<file path="src/rtl/mux_branch.sv">
// Next-PC select for fetch: combinational PC mux, registered copy and taken-branch counter.
// Latency: PC/misaligned are combinational; PC_q and taken_count update one edge later.
// No backpressure: Hold freezes the registered state; PC keeps tracking the inputs.
module mux_branch #(
    parameter int WIDTH     = 12,
    parameter int CNT_WIDTH = 16
) (
    input  logic                 clk,
    input  logic                 reset,
    input  logic [WIDTH-1:0]     AdderOut,
    input  logic [WIDTH-1:0]     AddALUOut,
    input  logic                 Select,
    input  logic                 Hold,
    output logic [WIDTH-1:0]     PC,
    output logic [WIDTH-1:0]     PC_q,
    output logic [CNT_WIDTH-1:0] taken_count,
    output logic                 misaligned
);

    localparam logic [CNT_WIDTH-1:0] countMax = '1;

    logic countSat;

    assign PC         = Select ? AddALUOut : AdderOut;
    assign misaligned = Select & (AddALUOut[1:0] != 2'b00);
    assign countSat   = (taken_count == countMax);

    // Reset takes priority over Hold so a stalled pipeline can still be flushed.
    always_ff @(posedge clk) begin
        if (reset) begin
            PC_q        <= '0;
            taken_count <= '0;
        end else if (!Hold) begin
            PC_q <= PC;
            if (Select && !countSat) begin
                taken_count <= taken_count + CNT_WIDTH'(1);
            end
        end
    end

endmodule

</file>
<file path="config.mk">
export PLATFORM = sky130hd
export DESIGN_NAME = mux_branch
export DESIGN_NICKNAME = d
export VERILOG_FILES = /design/src/rtl/mux_branch.sv
export SDC_FILE = /design/constraint.sdc
export NUM_CORES = 1
export LEC_CHECK = 0
export BUFFER_PORTS_ARGS = -buffer_cell sky130_fd_sc_hd__buf_2
export CORE_MARGIN = 2
export CORE_UTILIZATION = 46
export DETAILED_ROUTE_END_ITERATION = 10
export HOLD_SLACK_MARGIN = 0.12
export PLACE_DENSITY = 0.81
export SYNTH_ARGS = -nofsm -noshare
export SYNTH_HDL_FRONTEND = slang
export SYNTH_SLANG_ARGS = --single-unit
</file>
<file path="constraint.sdc">
create_clock -name clk -period 1.8 [get_ports clk]
set_clock_uncertainty 0.05 [all_clocks]
set_input_delay 0.18 -clock clk [delete_from_list [all_inputs] [get_ports clk]]
set_output_delay 0.18 -clock clk [all_outputs]
set_load 0.01 [all_outputs]
</file>
Yosys cells after proc, flatten, opt, wreduce, memory -nomap -nowiden:

Cells that the tools add are included.

* register bits after elaboration: 28
* bits in latches: 0
* bits in writable memories: 0
* bits in read-only memories: 0
* input port bits: 28
* logic and storage cells: 11
* memories kept: 0

* $add $sub $neg: 1
* $mul: 0
* divide/modulo/power cells: 0
* magnitude comparators: 0
* eq/ne operators: 1
* shift operators: 0
* muxes and demuxes: 1
* bitwise logic cells: 2
* reductions and logical operators: 4

Operator list (number)
* 16-bit by 1-bit adder with 16-bit output (second input constant): 1
* 16-bit == test (second input constant): 1
* 12-bit two-way mux: 1
* 2-bit AND reduction: 1
* 2-bit nonzero test: 1
* 1-bit bitwise AND: 1
* 1-bit logical AND: 1
* 1-bit logical NOT: 1
* 1-bit NOT: 1

Logic depth before layout (Yosys ltp):

* depth in word-level cells: 4
* gate-level depth with buffers: 5
* depth with buffers taken out: 5

Least setup slack after synthesis:

No wires, ideal clock.

* path type: reg-to-reg
* start: register taken_count[5]
* end: register taken_count[0]
* setup time: 0.121 ns
* arrival time: 1.465 ns
* required time: 1.629 ns
* setup slack: 0.164 ns
* cell stages (with the launch flop): 5
* buffers on the path: 0
* period minus slack after synthesis: 1.636 ns
* cells stage by stage: dfxtp_1 > nand4_1 > nor4_4 > nor3b_2 > mux2_4

* longest elaborated chain between the ends: 4

Ends and longest elaborated chain
* start: declaration: RTL line 16 `output logic [CNT_WIDTH-1:0] taken_count,`
* start signal: assignment: RTL line 36 `taken_count <= taken_count + CNT_WIDTH'(1);`
* 16-bit == test: RTL line 26 `assign countSat = (taken_count == countMax);`
* 1-bit logical NOT: RTL line 35 `if (Select && !countSat) begin`
* 1-bit logical AND: RTL line 35
* 2-bit AND reduction (no source line)

Every way passes these cells.
A chain may end at the register's enable or synchronous reset.

Worst setup path in the final report:

* start: register taken_count[6]
* end: register taken_count[15]

* longest elaborated chain between the ends: 4
* elaborated cells on any way between the ends: 5
* those cells by class: add/sub (1); eq/ne (1); reduce/logical (3)

Ends and longest elaborated chain
* parallel branches: the longest is 4 deep, another holds 16-bit by 1-bit adder with 16-bit output

Several ways; the timed one is not identified.

==> run metrics <==
core box area 3050 um2; Slew Viols, Final 0; Mapped Cells 164; final setup fails 0; total track usage 19.6%; TritonCTS buffer count 3; ANT cells 0; deepest clock path buffer count 2; largest stage delay on the critical path 0.46 ns; most common cell after layout, fill and taps aside buf_2; Synth Cell Area 1470 um2; Post-Syn Area per Cell 8.94 um2; leakage 0.850 nW; synthesized flop and latch total 28; CP endpoint kind flip-flop; crit-path cells and4_4 > nand3_4 > nor4_1 > mux2_1; Main synth FF type dfxtp_1; Routed Wire Length 3630 um; Hold WS 0.191 ns; DRT iter0 DRCs 40; Least-Margin Pin Slew 0.484 ns; chip height 60.5 um; RSZ-0062 raised after global routing no; PortBufs 68; status finished clean; fin crit share 94.4%; top-level I/O count 69; CP Max Fanout 9; vias 1487; Power Dens Cells 612 nW/um2; worst ir drop on vdd 0.401 mV; setup TNS 0 ns; CP Launch Type flip-flop; post-synthesis sequential area ratio 38.2%; Worst-path clk slew 0.15 ns; fmax 589 MHz; first-pass GRT wire length 5490 um; Post-synth EDFFs 0; Vias/cell 5.37; top cells by area, synth dfxtp_1, mux2_2, nor2b_1, nor2_1, nor3_1; max-cap viol count 0; Die X 60.5 um; clk sinks 28; antenna-violating nets left 0; cts hold-fix bufs 0; yosys warns 0; min cycle time layout 1.70 ns; area leader, netlist dfxtp_1; syn_nets 193; gpl congestion 0.863; initial antenna violation count 0; DR pass1 iterations 4; Final Hold Fails 0; Crit path required time 1.98 ns; Synth top area share 38.2%; WL met1 1510 um; distinct cell type count of the synthesized netlist 40; clk_lat worst skew 0.33 ns; pin count of the biggest net entering global routing 26; Die ar. 3660 um2; Slew Limit Headroom 67.4%; Final Net Count 263; drt drc 0; hpwl dp 2750 um; CTS tree yes; arrival time of the worst setup path 1.88 ns; WS Path Type reg -> reg; most frequent cells in the layout buf_2, dfxtp_1, nor2_1, nor3_1, nor2b_1; Root Buffer clkbuf_4; WL/cell 13.1 um; met3 routed WL 350 um; layout cells sized above 1 43.8%; gr ovfl total 0; FP Rows 20; vias in the first global route 1267; # H-tree levels 1; Top Layer Used met4; synthesis-to-finish area growth 30.3%; Starting Density 48.0%; length of routed met2 wiring 1740 um; Async SR Flop Fraction 0%; Worst path slowest cell dfxtp_1; HP Class in -> reg; fillers 298
==> logic make-up after synthesis <==
logic type / share of synthesized area [%]
buffers and inverters: 3.75
DFF: 38.2
muxes: 13.1
adders and majority gates: 0.853
and+or+nand+nor: 33.5
AOI/OAI and AO/OA: 10.5
==> synth_stat cells (3+ instances only) <==
library cell  number
dfxtp_1           28
o31ai_1            5
inv_1              4
nor3_1            14
o21ai_0            3
a21oi_1            8
mux2_2            12
nand4_1            3
a31oi_1            3
nor2_1            20
clkbuf_1           3
or3_1              3
nand2_1            6
nor2b_1           14
or4_1              4
nor4_1             4
==> through the flow <==
stage          cell area (um2)  setup slack [ns]  instances  util (%)  total power, mW
2_1_floorplan             1470             0.164        164         -            0.784
3_3_place_gp              1860             0.182        273      60.9            0.867
3_5_place_dp              1860             0.108        273      60.9            0.870
4_1_cts                   1900            0.0801        277      62.1             1.17
5_1_grt                   1910            0.0113        277      62.6             1.21
6_report                  1910             0.101        277      62.6             1.17
==> per-layer routing <==
layer / GRT usage, % / up-vias
li1: - / 735
met1: 24.0 / 671
met2: 33.5 / 79
met3: 5.97 / 2
met4: 5.59 / 0
met5: 0 / -
==> timing repair <==
action	CTS	global route
gates resized for setup	0	4
buffers inserted	0	0
setup endpoints to repair	0	7
==> path summary, 6_finish.rpt <==
path | from | end | slack [ns] | depth (start not counted)
max | taken_count[6] | taken_count[15] | 0.10 | 4
min | AddALUOut[2] | PC_q[2] | 0.19 | 4
max reg2reg | taken_count[6] | taken_count[15] | 0.10 | 4
min reg2reg | PC_q[1] | PC_q[1] | 0.47 | 2
==> power by group <==
part	total (mW)	leakage, nW	internal, mW	switching, mW
logic	0.200	0.600	0.101	0.0994
registers	0.655	0.230	0.643	0.0123
clock network	0.313	0.0210	0.124	0.189
==> flip-flops by register name, indices dropped and copies added, names as in the netlist <==
| register | cells |
|---|---|
| taken_count | 16 |
| PC_q | 12 |
==> critical path, delay by kind of cell (launching register included) <==
family	cells	cell delay, ns
simple gates	3	0.74
mux	1	0.35
flops	1	0.46
==> layout make-up <==
type	instances	area, um2	share of cell area (%)
multi-input combinational	124	863	45.2
sequential	28	563	29.5
timing repair buffer	73	378	19.8
tap	44	55.1	2.88
clock buffer	4	36.3	1.90
inverter	4	15.0	0.786
Note: power is estimated with default switching activity, not from simulation.
